**config.mk**
```make
export PLATFORM = sky130hd
export DESIGN_NAME = iter_divider_flat
export DESIGN_NICKNAME = d
export VERILOG_FILES = /design/src/rtl/iter_divider_if.sv /design/src/rtl/iter_divider.sv /design/src/flat_wrapper.sv
export SDC_FILE = /design/constraint.sdc
export NUM_CORES = 1
export LEC_CHECK = 0
export BUFFER_PORTS_ARGS = -buffer_cell sky130_fd_sc_hd__buf_2
export CAP_MARGIN = 20
export CORE_ASPECT_RATIO = 0.8
export CORE_UTILIZATION = 55
export CTS_BUF_LIST = sky130_fd_sc_hd__clkbuf_16
export CTS_CLUSTER_DIAMETER = 150
export DETAILED_ROUTE_END_ITERATION = 10
export PLACE_DENSITY = 0.79
export SYNTH_ARGS = -nofsm -noshare
export SYNTH_HDL_FRONTEND = slang
export SYNTH_SLANG_ARGS = --single-unit
```
**constraint.sdc**
```tcl
create_clock -name clk -period 14.18 [get_ports clk]
set_input_delay 1.418 -clock clk [delete_from_list [all_inputs] [get_ports clk]]
set_output_delay 1.418 -clock clk [all_outputs]
set_load 0.03 [all_outputs]
```
**src/rtl/iter_divider_if.sv**
```systemverilog
// rtl/iter_divider_if.sv - request/response bundle for the iterative divider
interface iter_divider_if #(
    parameter int WIDTH = 32
);
    logic             start;
    logic [1:0]       func;
    logic [WIDTH-1:0] dividend;
    logic [WIDTH-1:0] divisor;
    logic             flush;
    logic             busy;
    logic             done;
    logic [WIDTH-1:0] result;

    modport master (
        output start, func, dividend, divisor, flush,
        input  busy, done, result
    );

    modport slave (
        input  start, func, dividend, divisor, flush,
        output busy, done, result
    );
endinterface

```
**src/rtl/iter_divider.sv**
```systemverilog
// rtl/iter_divider.sv - radix-2 restoring divider for DIV/DIVU/REM/REMU
// One quotient bit per cycle; divide-by-zero and signed overflow finish immediately.
module iter_divider #(
    parameter int WIDTH = 32,
    parameter int CNT_W = $clog2(WIDTH) + 1
) (
    input  logic           clk,
    input  logic           rst,
    iter_divider_if.slave  bus
);
    typedef enum logic [1:0] {IDLE, CALC, DONE} state_t;

    localparam logic [WIDTH-1:0] ALL_ONES = '1;
    localparam logic [WIDTH-1:0] MIN_NEG  = {1'b1, {(WIDTH-1){1'b0}}};

    state_t           state, state_nxt;
    logic [1:0]       func_q;
    logic             quot_neg, rem_neg;
    logic [WIDTH-1:0] quot, rem, dvs_mag, result_q;
    logic [CNT_W-1:0] cnt;

    logic             accept, is_signed_in, dvd_neg_in, dvs_neg_in;
    logic             div_zero, signed_ovf, special;
    logic [WIDTH-1:0] special_res;
    logic [WIDTH:0]   rem_sh, diff;
    logic [WIDTH-1:0] rem_step, quot_step, final_res;
    logic             last_step;

    assign accept       = (state == IDLE) && bus.start && !bus.flush;
    assign is_signed_in = !bus.func[0];
    assign dvd_neg_in   = is_signed_in && bus.dividend[WIDTH-1];
    assign dvs_neg_in   = is_signed_in && bus.divisor[WIDTH-1];
    assign div_zero     = (bus.divisor == '0);
    assign signed_ovf   = is_signed_in && (bus.dividend == MIN_NEG) && (bus.divisor == ALL_ONES);
    assign special      = div_zero || signed_ovf;
    assign special_res  = div_zero ? (bus.func[1] ? bus.dividend : ALL_ONES)
                                   : (bus.func[1] ? '0 : bus.dividend);

    // The quotient register doubles as the dividend shifter; its MSB feeds the partial remainder.
    assign rem_sh    = {rem, quot[WIDTH-1]};
    assign diff      = rem_sh - {1'b0, dvs_mag};
    assign rem_step  = diff[WIDTH] ? rem_sh[WIDTH-1:0] : diff[WIDTH-1:0];
    assign quot_step = {quot[WIDTH-2:0], ~diff[WIDTH]};
    assign last_step = (cnt == CNT_W'(WIDTH - 1));
    assign final_res = func_q[1] ? (rem_neg  ? -rem_step  : rem_step)
                                 : (quot_neg ? -quot_step : quot_step);

    always_ff @(posedge clk or posedge rst) begin
        if (rst) begin
            state <= IDLE;
        end else begin
            state <= state_nxt;
        end
    end

    always_comb begin
        state_nxt = state;
        case (state)
            IDLE:    if (accept) state_nxt = special ? DONE : CALC;
            CALC:    if (last_step) state_nxt = DONE;
            DONE:    state_nxt = IDLE;
            default: state_nxt = IDLE;
        endcase
        if (bus.flush) state_nxt = IDLE;
    end

    always_ff @(posedge clk or posedge rst) begin
        if (rst) begin
            func_q   <= '0;
            quot_neg <= 1'b0;
            rem_neg  <= 1'b0;
            quot     <= '0;
            rem      <= '0;
            dvs_mag  <= '0;
            cnt      <= '0;
            result_q <= '0;
        end else if (accept) begin
            func_q   <= bus.func;
            quot_neg <= dvd_neg_in ^ dvs_neg_in;
            rem_neg  <= dvd_neg_in;
            quot     <= dvd_neg_in ? -bus.dividend : bus.dividend;
            dvs_mag  <= dvs_neg_in ? -bus.divisor : bus.divisor;
            rem      <= '0;
            cnt      <= '0;
            if (special) result_q <= special_res;
        end else if (state == CALC && !bus.flush) begin
            quot <= quot_step;
            rem  <= rem_step;
            cnt  <= cnt + 1'b1;
            if (last_step) result_q <= final_res;
        end
    end

    assign bus.busy   = (state != IDLE);
    assign bus.done   = (state == DONE);
    assign bus.result = result_q;
endmodule

```
**src/flat_wrapper.sv**
```systemverilog
// flat-port wrapper written by rule: the top's interface ports become plain ports
module iter_divider_flat 
#(
    parameter int WIDTH = 32,
    parameter int CNT_W = $clog2(WIDTH) + 1
)
  (clk, rst, bus_start, bus_func, bus_dividend, bus_divisor, bus_flush, bus_busy, bus_done, bus_result);
  iter_divider_if #(.WIDTH(WIDTH)) bus_i ();
  input  logic clk;
  input  logic rst;
  input wire logic [$bits(bus_i.start)-1:0] bus_start;
  input wire logic [$bits(bus_i.func)-1:0] bus_func;
  input wire logic [$bits(bus_i.dividend)-1:0] bus_dividend;
  input wire logic [$bits(bus_i.divisor)-1:0] bus_divisor;
  input wire logic [$bits(bus_i.flush)-1:0] bus_flush;
  output wire logic [$bits(bus_i.busy)-1:0] bus_busy;
  output wire logic [$bits(bus_i.done)-1:0] bus_done;
  output wire logic [$bits(bus_i.result)-1:0] bus_result;
  assign bus_i.start = bus_start;
  assign bus_i.func = bus_func;
  assign bus_i.dividend = bus_dividend;
  assign bus_i.divisor = bus_divisor;
  assign bus_i.flush = bus_flush;
  assign bus_busy = bus_i.busy;
  assign bus_done = bus_i.done;
  assign bus_result = bus_i.result;
  iter_divider #(.WIDTH(WIDTH), .CNT_W(CNT_W)) u_core (.clk(clk), .rst(rst), .bus(bus_i));
endmodule
```
# ---- Word level (Yosys, flattened, before mapping)
# Index checks and enable logic that the tools add are counted.
dict set report totals {
  mem_count 0
  latch_bits 0
  input_bits 70
  regBits 140
  mem_bits_rw 0
  mem_bits_ro 0
}
dict set report op_classes {
  n_eq_ne 8
  bitwise_logic 2
  shifts 0
  mul 0
  div_mod_pow 0
  magnitude_cmp 0
  muxes 24
  add_sub_neg 6
  reduce_logical 17
}
# op count
set op_table {}
lappend op_table {{2-to-1 mux 32 bit} 17}
lappend op_table {{negator 32 bit} 4}
lappend op_table {{== test 32 bit (second input constant)} 2}
lappend op_table {{subtractor 33 x 32 -> 33 bit} 1}
lappend op_table {{logical NOT 32 bit} 1}
lappend op_table {{2-to-1 mux 6 bit} 2}
lappend op_table {{2-to-1 mux 2 bit} 4}
lappend op_table {{logical AND 1 bit} 7}
lappend op_table {{adder 6 x 1 -> 6 bit (second input constant)} 1}
lappend op_table {{== test 6 x 5 -> 1 bit (second input constant)} 1}
lappend op_table {{!= test 3 x 2 -> 1 bit (second input constant)} 2}
lappend op_table {{nonzero test 2 bit} 3}
lappend op_table {{one-hot mux 2 bit (2 select lines)} 1}
lappend op_table {{AND reduction 3 bit} 1}
lappend op_table {{== test 2 x 1 -> 1 bit (second input constant)} 1}
lappend op_table {{== test 2 bit (second input constant)} 1}
lappend op_table {{logical NOT 1 bit} 2}
lappend op_table {{logical NOT 2 bit} 1}
lappend op_table {{!= test 2 bit (second input constant)} 1}
lappend op_table {{AND reduction 2 bit} 1}
lappend op_table {{logical OR 1 bit} 1}
lappend op_table {{NOT 1 bit} 1}
lappend op_table {{bitwise XOR 1 bit} 1}

# ---- Depth between registers and ports, before layout
dict set report logic_depth {
  ltp_word 8
  depth_mapped 25
}

# ---- Worst setup path before layout
# Ideal clock, no wire load.
dict set report synth_timing {
  path_type {reg-to-reg}
  start {register u_core.quot[31]}
  end {register u_core.result_q[30], in the netlist u_core.bus.result[30]}
  stages_incl_launch_ff 26
  required_time_ps 14054
  period_less_slack_ps 5148
  n_path_buf 4
  slack_ps 9032
  arrival_ps 5022
  path_cell_list {dfrtp_1 inv_1 ha_1 fa_1 nand2b_1 a21oi_2 o21ai_4 a2111oi_4 o211a_1 buf_2 nor3_4 inv_2 buf_6 buf_6 clkbuf_1 ha_1 nand3b_1 nor3_1 nand3_1 or3_1 o21ai_0 nand2_1 xnor2_1 o21ai_0 a211oi_1 a21oi_1}
}
dict set report synth_via {
  elab_chain_len 8
  word_cells_on_any_way 11
  classes_between {3 x add/sub; 7 x mux; 1 x bitwise}
}
# element line_no
set synth_lines {}
lappend synth_lines {{start: declaration} iter_divider.sv:19} ;# logic [WIDTH-1:0] quot, rem, dvs_mag, result_q;
lappend synth_lines {{start signal: assignment} iter_divider.sv:81} ;# quot <= dvd_neg_in ? -bus.dividend : bus.dividend;
lappend synth_lines {{start signal: assignment} iter_divider.sv:87} ;# quot <= quot_step;
lappend synth_lines {{subtractor 33 x 32 -> 33 bit} iter_divider.sv:41} ;# assign diff = rem_sh - {1'b0, dvs_mag};
lappend synth_lines {{2-to-1 mux 32 bit or NOT 1 bit (tied branches)} {iter_divider.sv:42, iter_divider.sv:43}}
lappend synth_lines {{negator 32 bit, on equally long branches} {iter_divider.sv:45, iter_divider.sv:46}}
lappend synth_lines {{2-to-1 mux 32 bit, on equally long branches} {iter_divider.sv:45, iter_divider.sv:46}}
lappend synth_lines {{2-to-1 mux 32 bit (*)} iter_divider.sv:45} ;# assign final_res = func_q[1] ? (rem_neg ? -rem_step : rem_step)
lappend synth_lines {{2-to-1 mux 32 bit (*)} iter_divider.sv:90} ;# if (last_step) result_q <= final_res;
lappend synth_lines {{2-to-1 mux 32 bit (*)} iter_divider.sv:86} ;# end else if (state == CALC && !bus.flush) begin
lappend synth_lines {{2-to-1 mux 32 bit (*)} iter_divider.sv:77} ;# end else if (accept) begin
lappend synth_lines {{end signal: assignment} iter_divider.sv:85} ;# if (special) result_q <= special_res;
lappend synth_lines {{end signal: assignment} iter_divider.sv:90}
lappend synth_lines {{end: declaration} iter_divider.sv:19}
# Mark *: on every way between the ends. The rest lies on a longest branch, timed or not. The select of a mux whose other input is x is not followed.
# A chain may end at the register's enable or synchronous reset.

# ---- Worst setup path after layout
# Ends and elaborated chain as after synthesis.

==> impl_metrics.py <==
metrics = {
    "status": {
        "outcome": "completed",
    },
    "die": {
        "initial_core_util_pct": 57.0,
        "dieArea_um2": 21400,
        "die_h_um": 131,
        "rows": 46,
        "core_area_um2": 20100,
        "io_pins": 104,
        "die_x_um": 163,
    },
    "yosys": {
        "ys_warn_count": 0,
        "seq_area_frac_synth_pct": 30.4,
        "synthTopCellsByArea": "dfrtp_1 (30%), o21ai_0 (6.7%), nand2_1 (5.6%)",
        "ys_async_sr_fraction_pct": 100,
        "syn_area_um2": 11500,
        "yosysTopAreaCell": "dfrtp_1",
        "synthesis.nets": 1544,
        "synth_edf_count": 0,
        "ys_types": 81,
        "netlist.area_leader.share_pct": 30.4,
        "synth_ff_type": "dfrtp_1",
        "synthCells": 1435,
        "avgSynthCellArea_um2": 7.98,
        "ys_ff_latch": 139,
    },
    "clocking": {
        "cts_root_buf": "clkbuf_16",
        "clk_pin_slew_ns": 0.07,
        "hold_buffers": 0,
        "numCtsBuffers": 17,
        "cts.sinks": 139,
        "clockBufferDepth": 2,
        "postCtsSetupRepairBufs": 0,
        "cts-htree-levels": 4,
        "cts.repair.resized": 0,
        "cts_tree": "done",
        "insertion_delay_ns": 0.44,
    },
    "min_path": {
        "worst_hold_path.num_cells": 2,
        "hold_path.class": "reg2reg",
        "hp-start": "u_core.dvs_mag[8]$_DFFE_PP0P_",
        "min_to": "u_core.dvs_mag[8]$_DFFE_PP0P_",
    },
    "layout": {
        "final_nets": 1609,
        "drive_gt1_share_pct": 12.3,
        "instances_no_fill": 1777,
        "final_cell_mix": "nand2_1 (170), o21ai_0 (154), dfrtp_1 (139), a21oi_1 (103), buf_2 (103)",
        "diodes": 0,
        "areaGrowthSynthToFinish_pct": 11.0,
        "layout_commonest_cell": "nand2_1",
    },
    "power": {
        "p_int_uw": 882,
        "p_comb_share_pct": 34.1,
        "clockPowerShare_pct": 30.8,
        "powerDensity_nw_per_um2": 115,
        "power_frac_seq_pct": 35.2,
        "switching_share_pct": 39.8,
        "irDropWorstVdd_uv": 65.3,
        "p_sw_uw": 583,
        "power.leakage_uw": 0.00555,
    },
    "sta": {
        "slew_violations": 0,
        "fin_tns_setup_ns": 0,
        "hold_violations": 0,
        "fmax_ghz": 0.169,
        "finalSetupViolations": 0,
        "period_needed_ns": 5.93,
        "period_share_pct": 41.8,
        "rsz0062_at_grt": "no",
        "fin_skew_ns": 0.0103,
        "tightest_slew_ns": 1.19,
        "slew_headroom_pct": 20.3,
    },
    "run": {
        "drv_cap": 0,
    },
    "setup_path": {
        "rr_worst_depth": 21,
        "r2r_start": "u_core.quot[31]$_DFFE_PP0P_",
        "arrival_ns": 6.26,
        "crit_type": "reg2reg",
        "rr_endpoint": "u_core.bus.result[30]$_DFFE_PP0P_",
        "worst_setup_path_end_kind": "flip-flop",
        "reg2reg_slack_ns": 8.25,
        "crit_required_ns": 14.50,
        "cp_max_fo": 40,
        "worst_setup_path_start_kind": "flip-flop",
    },
    "placed_design": {
        "place_inst": 1745,
        "place.gp.congestion": 0.933,
        "hpwl_um": 25500,
        "port_buffers": 103,
    },
    "route": {
        "wl_per_cell_um": 19.9,
        "post-route-drc-count": 0,
        "firstDrtPassIters": 6,
        "drt_wl_total_um": 35300,
        "drt_iter0_markers": 1478,
        "postRouteAntennaNets": 0,
        "num_vias": 11779,
        "viasPerCell": 6.63,
    },
    "global_route": {
        "antenna_found_initial": 0,
        "grt_pass1_vias": 10806,
        "grtUsageTotal_pct": 33.9,
        "grt_pass1_wl_um": 56600,
        "grt_max_degree": 103,
        "gr-total-overflow": 0,
    },
}
==> through the flow <==
step	cell area, um2	hold WS, ns	total power [uW]	utilization [%]	worst slack (ns)
2_1_floorplan	11500	0.450	861	-	9.03
3_3_place_gp	12100	0.467	989	60.4	8.59
3_5_place_dp	12100	0.467	1000	60.4	8.43
4_1_cts	12700	0.486	1450	63.3	8.38
5_1_grt	12700	0.509	1540	63.3	7.77
6_report	12700	0.481	1460	63.3	8.25
==> state kept, by name, summed over array words and instances (netlist names) <==
register	cells
u_core.cnt	6
u_core.quot_neg	1
u_core.dvs_mag	32
u_core.rem_neg	1
u_core.func_q	1
u_core.state	2
u_core.bus.result	32
u_core.rem	32
u_core.quot	32
==> how the worst max path moves through the flow <==
stage,from,to,slack [ns]
after global routing,u_core.quot[31]$_DFFE_PP0P_,u_core.bus.result[30]$_DFFE_PP0P_,7.77
after CTS,u_core.quot[31]$_DFFE_PP0P_,u_core.bus.result[30]$_DFFE_PP0P_,8.38
after detailed placement,u_core.quot[31]$_DFFE_PP0P_,u_core.bus.result[30]$_DFFE_PP0P_,8.43
after floorplan,u_core.quot[31]$_DFFE_PP0P_,u_core.bus.result[30]$_DFFE_PP0P_,9.03
final,u_core.quot[31]$_DFFE_PP0P_,u_core.bus.result[30]$_DFFE_PP0P_,8.25
after global placement,u_core.quot[31]$_DFFE_PP0P_,u_core.bus.result[30]$_DFFE_PP0P_,8.59
==> kinds of logic after synthesis <==
family | count (synthesis) | synth area share, %
AO/OA/AOI/OAI | 505 | 28.4
XOR/XNOR | 132 | 10.1
adder cells (fa/ha/maj) | 39 | 4.33
buffers and inverters | 131 | 4.57
flip-flops | 139 | 30.4
multiplexers | 29 | 2.61
AND/OR/NAND/NOR | 460 | 19.6
==> power groups by stage <==
stage	clock network (uW)	registers, uW	logic (uW)
2_1_floorplan	0	494	367
5_1_grt	467	520	552
3_3_place_gp	0	515	473
4_1_cts	450	511	488
3_5_place_dp	0	517	483
6_report	451	515	499
==> worst max-delay path: stages (launching register included) <==
cell	delay, ns
dfrtp_1	0.40
inv_1	0.11
ha_1	0.22
fa_1	0.40
nand2b_1	0.19
a21oi_2	0.30
o21ai_4	0.15
a2111oi_4	0.55
o211a_1	0.40
nor3_4	0.06
inv_2	0.56
ha_1	0.31
nand3b_1	0.15
nor3_1	0.30
nand3_1	0.21
or3_1	0.46
o21ai_0	0.36
nand2_1	0.12
xnor2_1	0.15
o21ai_0	0.08
a211oi_1	0.20
a21oi_1	0.09
==> metal layers <==
layer | GRT usage, % | share of wire, % | vias up | wire (um)
li1 | - | - | 5412 | -
met5 | 0 | 0 | - | 0
met4 | 14.3 | 3.1 | 0 | 1090
met3 | 6.17 | 9.2 | 86 | 3230
met1 | 47.8 | 44 | 5642 | 15400
met2 | 51.2 | 44 | 639 | 15600
==> synthesized netlist by cell type (all sizes together), types with 10 or more instances <==
| library cell | n |
|---|---|
| a211oi | 17 |
| a21oi | 106 |
| a22oi | 33 |
| a31oi | 22 |
| and2 | 11 |
| buf | 15 |
| clkbuf | 57 |
| dfrtp | 139 |
| ha | 38 |
| inv | 56 |
| mux2i | 22 |
| nand2 | 170 |
| nand2b | 16 |
| nand3 | 15 |
| nand4 | 19 |
| nor2 | 102 |
| nor2b | 10 |
| nor3 | 22 |
| nor4 | 18 |
| o211ai | 16 |
| o21ai | 171 |
| o31ai | 38 |
| o41ai | 16 |
| or2 | 10 |
| or3 | 22 |
| or4 | 16 |
| xnor2 | 63 |
| xor2 | 69 |
==> cell type report <==
class                           count  area [um2]
Clock buffer                       17         425
Fill cell                        1780        7370
Multi-Input combinational cell   1165        7470
Clock inverter                     15         155
Sequential cell                   139        3480
Timing Repair Buffer              118         628
Tap cell                          264         330
Inverter                           59         226
No activity file was read; power rests on OpenSTA's default activity.
